$ cat config.mk
export PLATFORM = sky130hd
export DESIGN_NAME = peak_result_streamer
export DESIGN_NICKNAME = d
export VERILOG_FILES = /design/src/rtl/siFH_pkg.sv /design/src/rtl/peak_snapshot_buf.sv /design/src/rtl/peak_result_streamer.sv
export SDC_FILE = /design/constraint.sdc
export NUM_CORES = 1
export LEC_CHECK = 0
export BUFFER_PORTS_ARGS = -buffer_cell sky130_fd_sc_hd__buf_2
export CORE_MARGIN = 2
export CORE_UTILIZATION = 40
export DETAILED_ROUTE_END_ITERATION = 10
export GPL_TIMING_DRIVEN = 0
export PLACE_DENSITY = 0.63
export RECOVER_POWER = 50
export SLEW_MARGIN = 15
export SYNTH_ARGS = -nofsm -noshare
export SYNTH_HDL_FRONTEND = slang
export SYNTH_SLANG_ARGS = --single-unit
$ cat constraint.sdc
create_clock -name clk -period 3.9 [get_ports clk]
set_input_delay 1.17 -clock clk [delete_from_list [all_inputs] [get_ports clk]]
set_output_delay 1.17 -clock clk [all_outputs]
set_load 0.02 [all_outputs]
$ cat src/rtl/siFH_pkg.sv
// Shared sizing and types for the SiFH peak readout path.
// The defaults mirror the values used in parametersSiFH.vh.
package siFH_pkg;

    localparam int SIFH_NP        = 16;
    localparam int SIFH_PIXEL_NUM = 8;
    localparam int PIX_W          = $clog2(SIFH_PIXEL_NUM);

    typedef enum logic {
        IDLE  = 1'b0,
        DRAIN = 1'b1
    } stream_state_e;

    typedef logic [SIFH_NP*SIFH_PIXEL_NUM-1:0] peak_vec_t;

endpackage

$ cat src/rtl/peak_snapshot_buf.sv
// Two-entry snapshot store: an active vector being streamed and one pending
// vector queued behind it, each tagged with its frame id.
module peak_snapshot_buf
    import siFH_pkg::*;
#(
    parameter int NP        = SIFH_NP,
    parameter int PIXEL_NUM = SIFH_PIXEL_NUM,
    parameter int FRAME_W   = 16
) (
    input  logic                    clk,
    input  logic                    res,
    input  logic [NP*PIXEL_NUM-1:0] peak_i,
    input  logic [FRAME_W-1:0]      frame_id_i,
    input  logic                    load_act_i,
    input  logic                    load_pend_i,
    input  logic                    promote_i,
    input  logic                    retire_i,
    output logic [NP*PIXEL_NUM-1:0] act_peak_o,
    output logic [FRAME_W-1:0]      act_frame_o,
    output logic                    act_vld_o,
    output logic                    pend_vld_o
);

    logic [NP*PIXEL_NUM-1:0] act_peak_q, act_peak_d;
    logic [NP*PIXEL_NUM-1:0] pend_peak_q, pend_peak_d;
    logic [FRAME_W-1:0]      act_frame_q, act_frame_d;
    logic [FRAME_W-1:0]      pend_frame_q, pend_frame_d;
    logic                    act_vld_q, act_vld_d;
    logic                    pend_vld_q, pend_vld_d;

    // A promote and a pending load may coincide: active takes the old
    // pending entry while pending takes the incoming frame.
    always_comb begin
        act_peak_d   = act_peak_q;
        act_frame_d  = act_frame_q;
        act_vld_d    = act_vld_q;
        pend_peak_d  = pend_peak_q;
        pend_frame_d = pend_frame_q;
        pend_vld_d   = pend_vld_q;

        if (load_act_i) begin
            act_peak_d  = peak_i;
            act_frame_d = frame_id_i;
            act_vld_d   = 1'b1;
        end else if (promote_i) begin
            act_peak_d  = pend_peak_q;
            act_frame_d = pend_frame_q;
            act_vld_d   = 1'b1;
        end else if (retire_i) begin
            act_vld_d   = 1'b0;
        end

        if (load_pend_i) begin
            pend_peak_d  = peak_i;
            pend_frame_d = frame_id_i;
            pend_vld_d   = 1'b1;
        end else if (promote_i) begin
            pend_vld_d   = 1'b0;
        end
    end

    always_ff @(posedge clk or negedge res) begin
        if (!res) begin
            act_peak_q   <= '0;
            act_frame_q  <= '0;
            act_vld_q    <= 1'b0;
            pend_peak_q  <= '0;
            pend_frame_q <= '0;
            pend_vld_q   <= 1'b0;
        end else begin
            act_peak_q   <= act_peak_d;
            act_frame_q  <= act_frame_d;
            act_vld_q    <= act_vld_d;
            pend_peak_q  <= pend_peak_d;
            pend_frame_q <= pend_frame_d;
            pend_vld_q   <= pend_vld_d;
        end
    end

    assign act_peak_o  = act_peak_q;
    assign act_frame_o = act_frame_q;
    assign act_vld_o   = act_vld_q;
    assign pend_vld_o  = pend_vld_q;

endmodule

$ cat src/rtl/peak_result_streamer.sv
// Captures the per-pixel peak vector at frame completion and streams it one
// pixel per valid/ready transfer, queuing one frame and counting drops.
module peak_result_streamer
    import siFH_pkg::*;
#(
    parameter int NP        = SIFH_NP,
    parameter int PIXEL_NUM = SIFH_PIXEL_NUM,
    parameter int FRAME_W   = 16,
    parameter int DROP_W    = 8
) (
    input  logic                         clk,
    input  logic                         res,
    input  logic                         frame_done,
    input  logic [NP*PIXEL_NUM-1:0]      peak_in,
    output logic                         out_valid,
    input  logic                         out_ready,
    output logic [NP-1:0]                out_data,
    output logic [$clog2(PIXEL_NUM)-1:0] out_pixel,
    output logic                         out_last,
    output logic [FRAME_W-1:0]           out_frame,
    output logic                         busy,
    output logic                         overrun,
    output logic [DROP_W-1:0]            drop_cnt,
    input  logic                         clr_overrun
);

    localparam int PIX_BITS = $clog2(PIXEL_NUM);
    localparam logic [PIX_BITS-1:0] LAST_PIX = PIX_BITS'(PIXEL_NUM - 1);

    stream_state_e           state_q, state_d;
    logic [PIX_BITS-1:0]     pix_q, pix_d;
    logic [FRAME_W-1:0]      frame_cnt_q, frame_cnt_d;
    logic [DROP_W-1:0]       drop_cnt_q, drop_cnt_d, drop_base;
    logic                    overrun_q, overrun_d;

    logic [NP*PIXEL_NUM-1:0] act_peak;
    logic                    act_vld;
    logic                    pend_vld;
    logic                    xfer;
    logic                    last_xfer;
    logic                    load_act;
    logic                    load_pend;
    logic                    promote;
    logic                    retire;
    logic                    drop;

    // Buffer steering: a finishing frame frees the active slot in the same
    // cycle, so a frame arriving then is never dropped.
    always_comb begin
        xfer      = out_valid && out_ready;
        last_xfer = xfer && out_last;
        promote   = last_xfer && pend_vld;
        retire    = last_xfer && !pend_vld && !frame_done;
        load_act  = frame_done && ((state_q == IDLE) || (last_xfer && !pend_vld));
        load_pend = frame_done && (state_q == DRAIN)
                    && ((!pend_vld && !last_xfer) || (pend_vld && last_xfer));
        drop      = frame_done && (state_q == DRAIN) && pend_vld && !last_xfer;
    end

    peak_snapshot_buf #(
        .NP        (NP),
        .PIXEL_NUM (PIXEL_NUM),
        .FRAME_W   (FRAME_W)
    ) u_buf (
        .clk         (clk),
        .res         (res),
        .peak_i      (peak_in),
        .frame_id_i  (frame_cnt_q),
        .load_act_i  (load_act),
        .load_pend_i (load_pend),
        .promote_i   (promote),
        .retire_i    (retire),
        .act_peak_o  (act_peak),
        .act_frame_o (out_frame),
        .act_vld_o   (act_vld),
        .pend_vld_o  (pend_vld)
    );

    always_ff @(posedge clk or negedge res) begin
        if (!res) begin
            state_q <= IDLE;
        end else begin
            state_q <= state_d;
        end
    end

    always_comb begin
        state_d = state_q;
        case (state_q)
            IDLE:    if (frame_done) state_d = DRAIN;
            DRAIN:   if (retire)     state_d = IDLE;
            default: state_d = IDLE;
        endcase
    end

    always_comb begin
        out_valid = (state_q == DRAIN);
        out_last  = out_valid && (pix_q == LAST_PIX);
        busy      = act_vld || pend_vld;
    end

    always_comb begin
        out_data = '0;
        for (int p = 0; p < PIXEL_NUM; p++) begin
            if (pix_q == PIX_BITS'(p)) begin
                out_data = act_peak[p*NP +: NP];
            end
        end
    end

    assign out_pixel = pix_q;
    assign overrun   = overrun_q;
    assign drop_cnt  = drop_cnt_q;

    // A drop in the same cycle as a clear still registers as one drop.
    always_comb begin
        pix_d       = pix_q;
        frame_cnt_d = frame_cnt_q;
        drop_base   = clr_overrun ? '0 : drop_cnt_q;
        drop_cnt_d  = drop_base;
        overrun_d   = clr_overrun ? 1'b0 : overrun_q;

        if (xfer) begin
            pix_d = out_last ? '0 : pix_q + PIX_BITS'(1);
        end
        if (frame_done) begin
            frame_cnt_d = frame_cnt_q + FRAME_W'(1);
        end
        if (drop) begin
            overrun_d = 1'b1;
            if (drop_base != '1) begin
                drop_cnt_d = drop_base + DROP_W'(1);
            end
        end
    end

    always_ff @(posedge clk or negedge res) begin
        if (!res) begin
            pix_q       <= '0;
            frame_cnt_q <= '0;
            drop_cnt_q  <= '0;
            overrun_q   <= 1'b0;
        end else begin
            pix_q       <= pix_d;
            frame_cnt_q <= frame_cnt_d;
            drop_cnt_q  <= drop_cnt_d;
            overrun_q   <= overrun_d;
        end
    end

endmodule

Yosys cells after proc, flatten, opt, wreduce, memory -nomap -nowiden
Cells that the tools add are included.
Storage, ports and cells
  output and inout bits: 47
  register bits: 319
  input port bits: 133
  word-level logic and storage cells: 72
Cells by class
  equality and inequality tests: 8
  multiplexer cells: 26
  $add $sub $neg: 3
  bitwise gates (word level): 1
  reduce and logical (&&, ||, !) cells: 23
Operator list (number)
  $mux W128: 2
  $mux W16: 10
  $mux W8: 3
  $add A16 B1 Y16 const B: 1
  $eq A3 B3 Y1 const B: 4
  $logic_and A1 B1 Y1: 12
  $mux W1: 9
  $add A8 B1 Y8 const B: 1
  $ne A8 B8 Y1 const B: 1
  $eq A3 B2 Y1 const B: 2
  $reduce_bool A2 Y1: 3
  $add A3 B1 Y3 const B: 1
  $eq A3 B1 Y1 const B: 1
  $logic_not A1 Y1: 3
  $logic_not A3 Y1: 1
  $logic_or A1 B1 Y1: 3
  $mux W3: 1
  $reduce_bool A3 Y1: 1
  $pmux W1 S2: 1
  $not A1 Y1: 1

Longest topological paths before layout
Gate-level depths: netlist of run 1.
  depth in word-level cells: 9
  mapped depth: 12
  gate-level depth less buffers: 9

By module
A second synthesis of run 1 with hierarchy kept.
Second synthesis, totals
  cell total of the unflattened synthesis: 1246
  area total of the unflattened synthesis: 15133.3 um2
By module, submodules not included
  peak_snapshot_buf: cells each 935, seq. area each 7257.0 um2, times used 1, area each 12346.8 um2
  peak_result_streamer: cells each 311, seq. area each 725.7 um2, times used 1, area each 2786.4 um2

Least setup slack after synthesis of run 1
No wires, ideal clock.
  path type: reg2out
  start point: register pix_q[2], in the netlist out_pixel[2]
  end point: output out_data[10]
  slack: 0.387 ns
  cell stages (with the launch flop): 10
  arrival: 2.343 ns
  buffers on the path: 4
  data required time: 2.730 ns
  cell sequence: dfrtp_1 > buf_4 > clkbuf_1 > inv_1 > ha_1 > clkbuf_1 > nor2_2 > buf_2 > nand3_1 > a41oi_1
On the way
  cells in the longest elaborated chain, start to end: 9
  elaborated cells on any way between the ends: 16
  those cells by class: eq/ne: 7; mux: 8; reduce/logical: 1
RTL lines
  start, declared: RTL line peak_result_streamer.sv:31  | logic [PIX_BITS-1:0] pix_q, pix_d;
  start signal, assigned: RTL line peak_result_streamer.sv:144  | pix_q <= pix_d;
  $logic_not A3 Y1: RTL line peak_result_streamer.sv:105  | if (pix_q == PIX_BITS'(p)) begin
  $mux W16 (7 in a row): RTL line peak_result_streamer.sv:105
  $mux W16 (*): RTL line peak_result_streamer.sv:105
  end, declared: RTL line peak_result_streamer.sv:17  | output logic [NP-1:0] out_data,
Mark *: on every way between the ends. The rest lies on a longest branch, timed or not.

Worst setup path in the final report of run 1
  start point: register pix_q[2], in the netlist out_pixel[2]
  end point: output out_data[7]
The elaborated chain is that of the path after synthesis.

==> results of run 1 <==
[power groups by stage]
stage	clock (mW)	combinational, mW	sequential, mW
floorplan	0	3.17	5.61
global placement	0	4.47	5.89
detailed placement	0	4.60	5.94
CTS	3.84	4.85	5.90
global route	3.99	5.42	6.06
finish	3.77	5.01	5.89
[worst paths after layout]
check	startpoint	to	slack [ns]	cells after the start
max reg2reg	out_pixel[0]	u_buf.act_peak_o[78]	0.59	12
min	overrun	overrun	0.47	1
min in group asynchronous	res	drop_cnt[6]	1.49	1
min reg2reg	overrun	overrun	0.47	1
max	out_pixel[2]	out_data[7]	0.04	9
max in group asynchronous	res	out_pixel[0]	0.70	1
[sequential cells by signal, indices dropped and copies added (netlist names)]
name and flops:
u_buf.pend_frame_q 16, out_valid 1, u_buf.act_frame_o 16, u_buf.act_vld_o 1, drop_cnt 8, out_pixel 3, u_buf.act_peak_o 128, u_buf.pend_vld_o 1
frame_cnt_q 16, u_buf.pend_peak_q 128, overrun 1
[cell families (layout without fill, tap and decap cells)]
| family | after synthesis | after routing |
|---|---|---|
| flip-flops | 319 | 319 |
| AND/OR/NAND/NOR | 287 | 287 |
| adder cells (fa/ha/maj) | 10 | 10 |
| XOR/XNOR | 17 | 17 |
| multiplexers | 291 | 291 |
| other | 0 | 4 |
| buffers and inverters | 97 | 347 |
| AO/OA/AOI/OAI | 225 | 225 |
[layout make-up]
| class | instances | area share (%) |
|---|---|---|
| flip-flops and latches | 319 | 44.7 |
| multi-input cells | 830 | 35.5 |
| clock buffers | 56 | 6.66 |
| repair buffers | 184 | 5.65 |
| well taps | 468 | 3.28 |
| plain buffers | 88 | 3.00 |
| clock inverters | 11 | 0.974 |
| inverters | 8 | 0.168 |
| diodes | 4 | 0.0560 |
[what timing repair did]
item / CTS / global route
resized for setup: 40 / 26
setup endpoints to repair: 16 / 16
pin swaps: 4 / 9
cloned: 0 / 0
setup buffers: 2 / 1
[cell usage after synthesis (all sizes together), types with 16 or more instances]
master and number:
mux2 146, nand2b 18, mux2i 145, a221o 16
dfrtp 319, o2111ai 16, buf 70, clkbuf 19
a41oi 16, nor2b 21, a21oi 147, o221ai 16
nand2 29, nor2 157, nand3 42
[worst reg2reg max path: cells and delay by family (launching register included)]
family                   cells  cell delay, ns
flip-flops                   1            0.46
AND/OR/NAND/NOR              4            0.76
AO/OA/AOI/OAI                1            0.13
adder cells (fa/ha/maj)      3            0.70
buffers and inverters        4            1.18
[routing by layer]
layer | vias to the layer above | routed length (um) | GRT usage (%)
li1 | 4911 | - | -
met1 | 5307 | 18300 | 29.7
met2 | 269 | 19100 | 34.3
met3 | 63 | 2220 | 4.06
met4 | 0 | 1060 | 7.04
met5 | - | 0 | 0
==> metrics.md, run 1 <==
| Metric | Value |
|---|---|
| Sequential-to-total area share from yosys stat | 54.6% |
| Placed cells | about 1900 |
| Compound-cell area share of the yosys netlist | approximately 9.7% |
| Seq pwr share | around 40% |
| Design area | ~0.018 mm2 |
| Yosys Warn Count | 0 |
| Main combinational cell family by area after synthesis | multiplexers |
| First-pass GRT wire length | about 63000 um |
| PwrDens | ~820 mW/mm2 |
| CP required | 2.73 ns |
| FP Rows | 70 |
| Pleak | between 7 and 8 nW |
| Initial antenna violation count | 4 |
| Worst path slowest cell | dfrtp_2 |
| Number of global-route vias before repair | approximately 11000 |
| Netlist Area Pre-Place | ~0.015 mm2 |
| Simple-gate portion of the synthesized area | around 8.9% |
| Multiplexer area fraction after synthesis | a little over a fifth |
| Final nets | approximately 1600 |
| Clock tree sinks | approximately 320 |
| VDD IR max | 339 uV |
| Relative slew slack | -77.7% |
| WS Path Type | reg2out |
| Xor/xnor share of the synthesized area | 1.02% |
| Syn Nets | between 1000 and 1500 |
| Max-slew violations | between 40 and 50 |
| Die area | 0.0381 mm2 |
| Pwr Total | roughly 15 mW |
| Status | complete, but fails checks |
| Commonest non-fill, non-tap cell in the layout | dfrtp_1 |
| Layout cell share with drive strength beyond 1 | between 20% and 30% |
| Top Ports | 180 |
| Cell-internal power | 9.53 mW |
| Non-filler cells, final | a little under 2000 |
| Sw Share | a little over a third |
| Critical path launch point type | register |
| Worst path bufs/invs | 5 |
| Via count | ~11000 |
| CTS Buffer Depth | 3 |
| WL final | slightly above 40000 um |
| DRT Pass-1 Iters | 7 |
| Tmin final | just under 4 ns |
| Worst-margin pin slew | between 2 and 3 ns |
| Max-Cap Viols | 1 |
| Hold WS | around 0.47 ns |
| Failing checks | capacitance limit, slew limit |
| Final setup violation count | 0 |
| Clock transition at path regs | 0.06 ns |
| Post-synth ARST share | between 90% and 100% |
| Final WS setup | around 0.036 ns |
| Most frequent CP cell | buf_6 |
| Synth area leaders | dfrtp_1 55%, mux2_1 11%, mux2i_1 9.9% |
| TritonCTS clock tree | built |
| Wire length per cell | 20.7 um |
| Share of the synthesized area in the top cell type | a little over half |
| Starting Density | about two fifths |
| Final hold violation count | 0 |
| Area leader, netlist | dfrtp_1 |
| Worst path max stage delay | 0.40 ns |
| Fillers | 3355 |
| EDFF count, synth | 0 |
| Hpwl dp | ~30000 um |
| Max Clk Rate | between 200 and 300 MHz |
| Multi-input logic area | between 0.006 and 0.007 mm2 |
| Post-route ant nets | 0 |
| Critical path fanouts, max | 10 |
| Port Buffers | around 180 |
| Critical path cell sequence | buf_6, clkbuf_4, inv_1, ha_2, nor2_4, buf_6, nand3_2, a41oi_2, buf_2 |
| Clk pwr share | about a quarter |
| Commonest non-fill, non-tap cells in the layout | 317 x dfrtp_1, 218 x buf_2, 156 x nor2_1 |
| Placed cell area | approximately 0.016 mm2 |
| Synthesized flop and latch total | approximately 320 |
| P_sw | between 5 and 6 mW |
| Largest net degree at the start of global routing | 107 |
| Cell family with most CP delay | buffers and inverters |
| Hold buffers post-CTS | 0 |
| Remaining DRCs | 0 |
| Core Box Area | approximately 0.036 mm2 |
| Worst Hold Class | reg2reg |
| Final Core Density | slightly below 50% |
| Crit. End Element | output pin |
| P&R area growth vs syn | 22.1% |
| Cts bufs inserted | 38 |
| Clk Latency, worst-skew pair | 0.52 ns |
| Pre-CTS setup slack | -0.255 ns |
| Die width | between 150 and 200 um |
| Seq. cell area | ~0.008 mm2 |
| Period Utilization, post-route | between 90 and 100% |
| Part of the power in combinational logic | between 30% and 40% |
| Post-synthesis cell type count | between 40 and 50 |
| Drt first-iter violations | roughly 690 |
| Final Skew | 0.0166 ns |
| Remaining Overflow, GRT | 0 |
| Root Buffer | clkbuf_16 |
| Routability-driven placement congestion ratio | ~0.9 |
| Top FF cell, synth | dfrtp_1 |
| GRT Overall Usage | between 20% and 30% |
| Vias per cell | approximately 5.4 |
| WP data arrival | approximately 2.7 ns |
| Synth Area in Adders | 0.856% |
| Post-Syn Instances | between 1000 and 1500 |
| H-tree levels | 2 |
| RSZ-0062 raised after global routing | true |
| TNS Setup | 0 ns |
| Overall die height | around 200 um |
| Average size of a mapped cell | 11.7 um2 |
(Power assumes the default switching activity.)
==> inputs of run 2 (changes only) <==
CORE_MARGIN = 4   (was 2)
SLEW_MARGIN = 20   (was 15)
==> run 2 against run 1 <==
Against the previous run:
- the run still ends with capacitance limit, slew limit left
- clock skew down 0.0030 ns
- utilization hardly changed
- via count down 0.53%
- critical path depth is the same
- power down 1.8%
- clock power fell by 6.1%
- non-clock buffer count grew 1
- combinational power fell by 0.8%
- sequential share of layout area up 0.52 points
- critical endpoint is now out_data[9]
==> metrics.md, run 2 (synthesis results as in run 1) <==
| Metric | Value |
|---|---|
| Port Buffers | 178 (unchanged) |
| Max-Cap Viols | 1 (unchanged) |
| Commonest non-fill, non-tap cell in the layout | dfrtp_1 |
| Period Utilization, post-route | 100% (+0.91 points) |
| Hold WS | 0.481 ns (+0.00866 ns) |
| Crit. End Element | output pin |
| Pleak | 7.66 nW (-0.98%) |
| WS Path Type | reg2out |
| FP Rows | 69 (-1.4%) |
| PwrDens | 816 mW/mm2 (-0.67%) |
| Worst hold path endpoint | overrun |
| Wire length per cell | 21.2 um (+2.5%) |
| Max Clk Rate | 256 MHz (-0.91%) |
| Reg-to-reg setup timing slack | 0.67 ns (+0.08 ns) |
| Seq. cell area | 0.00799 mm2 (unchanged) |
| Initial antenna violation count | 6 (+2) |
| Critical path launch point type | register |
| Vias per cell | 5.37 (about the same) |
| RSZ-0062 raised after global routing | true |
| Die width | 199 um (+2.0%) |
| Remaining Overflow, GRT | 0 (unchanged) |
| TritonCTS clock tree | built |
| Worst-margin pin slew | 1.89 ns (-0.780 ns) |
| Top Ports | 180 (unchanged) |
| Non-filler cells, final | 1956 (-0.61%) |
| Cts bufs inserted | 36 (-5.3%) |
| First-pass GRT wire length | 63000 um (+0.24%) |
| Post-route ant nets | 0 (unchanged) |
| WP data arrival | 2.73 ns (+0.04 ns) |
| Grt met1 use | 28.8% (-0.85 points) |
| Drt first-iter violations | 800 (+15%) |
| Met2 Use GR | 32.9% (-1.4 points) |
| DRT Pass-1 Iters | 5 (-2) |
| P&R area growth vs syn | 20.7% |
| Routability-driven placement congestion ratio | 0.971 (+7.2%) |
| GRT Overall Usage | 20.6% (-0.93 points) |
| Root Buffer | clkbuf_16 |
| Tmin final | 3.90 ns (+0.0353 ns) |
| CTS Buffer Depth | 3 (unchanged) |
| Status | complete, but fails checks |
| Pwr Total | 14.4 mW (-1.8%) |
| Clock tree sinks | 319 (unchanged) |
| Hold Crit Start | overrun |
| VDD IR max | 387 uV (+14%) |
| Placed cells | 1888 (-0.37%) |
| Final Core Density | 49.3% (about the same) |
| Final hold violation count | 0 (unchanged) |
| Final Skew | 0.0135 ns (-0.00305 ns) |
| Worst r2r src | out_pixel[0] |
| Largest net degree at the start of global routing | 99 (-7.5%) |
| Worst Hold Class | reg2reg |
| Clock transition at path regs | 0.06 ns (about the same) |
| H-tree levels | 2 (unchanged) |
| Global-route layer with the greatest usage | met2 |
| Number of global-route vias before repair | 10600 (-1.5%) |
| Final nets | 1611 (-0.062%) |
| Via count | 10500 (-0.53%) |
| Core Box Area | 0.0358 mm2 (-1.2%) |
| Remaining DRCs | 0 (unchanged) |
| End of the worst register-to-register path | u_buf.act_peak_o[94] |
| Max-slew violations | 71 (+73%) |
| Failing checks | capacitance limit, slew limit |
| Fillers | 3258 (-2.9%) |
| Overall die height | 199 um (+2.0%) |
| Commonest non-fill, non-tap cells in the layout | 317 x dfrtp_1, 219 x buf_2, 156 x nor2_1 |
| Worst R2R Path Depth | 12 (unchanged) |
| Die area | 0.0397 mm2 (+4.1%) |
| Hpwl dp | 30400 um (+1.8%) |
| Critical path fanouts, max | 10 (unchanged) |
| Clk Latency, worst-skew pair | 0.51 ns (about the same) |
| Layout cell share with drive strength beyond 1 | 24.3% (-0.80 points) |
| Multi-input logic area | 0.00631 mm2 (-0.39%) |
| Global-route track usage on met3 | 4.92% (+0.86 points) |
| Final setup violation count | 0 (unchanged) |
| WL final | 41500 um (+1.8%) |
| Starting Density | 40.8% (+0.49 points) |
| Relative slew slack | -25.7% (+52 points) |
| Hold depth | 1 (unchanged) |
| CP required | 2.73 ns (about the same) |
| Hold buffers post-CTS | 0 (unchanged) |
run 2: cell count changes in the layout (fill, tap and decap cells not counted), sizes merged:
cell and delta:
inv -2, diode -1, bufinv +1, clkinvlp -2, clkbuf -3, buf +2
run 2: per-layer routing:
metal	vias to the layer above	wire length, um
met3	53	2780
met4	6	605
li1	4907	-
met1	5268	18300
met5	-	38
met2	260	19700
run 2: how the worst max path moves through the flow:
stage,start,endpoint,cells past startpoint
after floorplan,out_pixel[2],out_data[10],9
after global placement,res,u_buf.act_peak_o[55],1
after detailed placement,out_pixel[2],out_data[4],10
after CTS,out_pixel[0],out_data[14],9
after global routing,out_pixel[2],out_data[9],9
final,out_pixel[2],out_data[9],9
run 2: area by class of cell:
class / count / area share, %
sequential: 319 / 45.2
multi-input combinational: 830 / 35.8
clock buffer: 54 / 6.00
timing repair buffer: 185 / 5.58
tap: 461 / 3.27
buffer: 88 / 3.00
clock inverter: 8 / 0.936
inverter: 8 / 0.170
antenna: 3 / 0.0425
run 2: power breakdown:
part,switching (mW),internal (mW)
Combinational,2.70,2.27
Sequential,1.03,4.86
Clock,1.34,2.20
run 2: critical path, stage by stage, from the launching register on:
cell	delay, ns
dfrtp_2	0.42
buf_6	0.17
clkbuf_4	0.23
inv_1	0.06
ha_2	0.27
nor2_4	0.18
buf_6	0.19
nand3_2	0.19
a41oi_2	0.29
buf_2	0.20
run 2: metrics by stage:
stage / cell area, um2 / setup TNS, ns / setup slack [ns]
finish: 17700 / 0 / 0.000739
global route: 17700 / -0.0965 / -0.0356
CTS: 17600 / -0.0285 / -0.0212
detailed placement: 16200 / -1.90 / -0.232
global placement: 16100 / -1417.83 / -4.47
floorplan: 14600 / 0 / 0.387
run 2: repair_timing:
item                                   CTS  global route
buffers inserted                         1             3
pin swaps                                2             4
setup endpoints to repair               16            16
gates resized for setup                 35            24
endpoints found under the hold margin    0             0
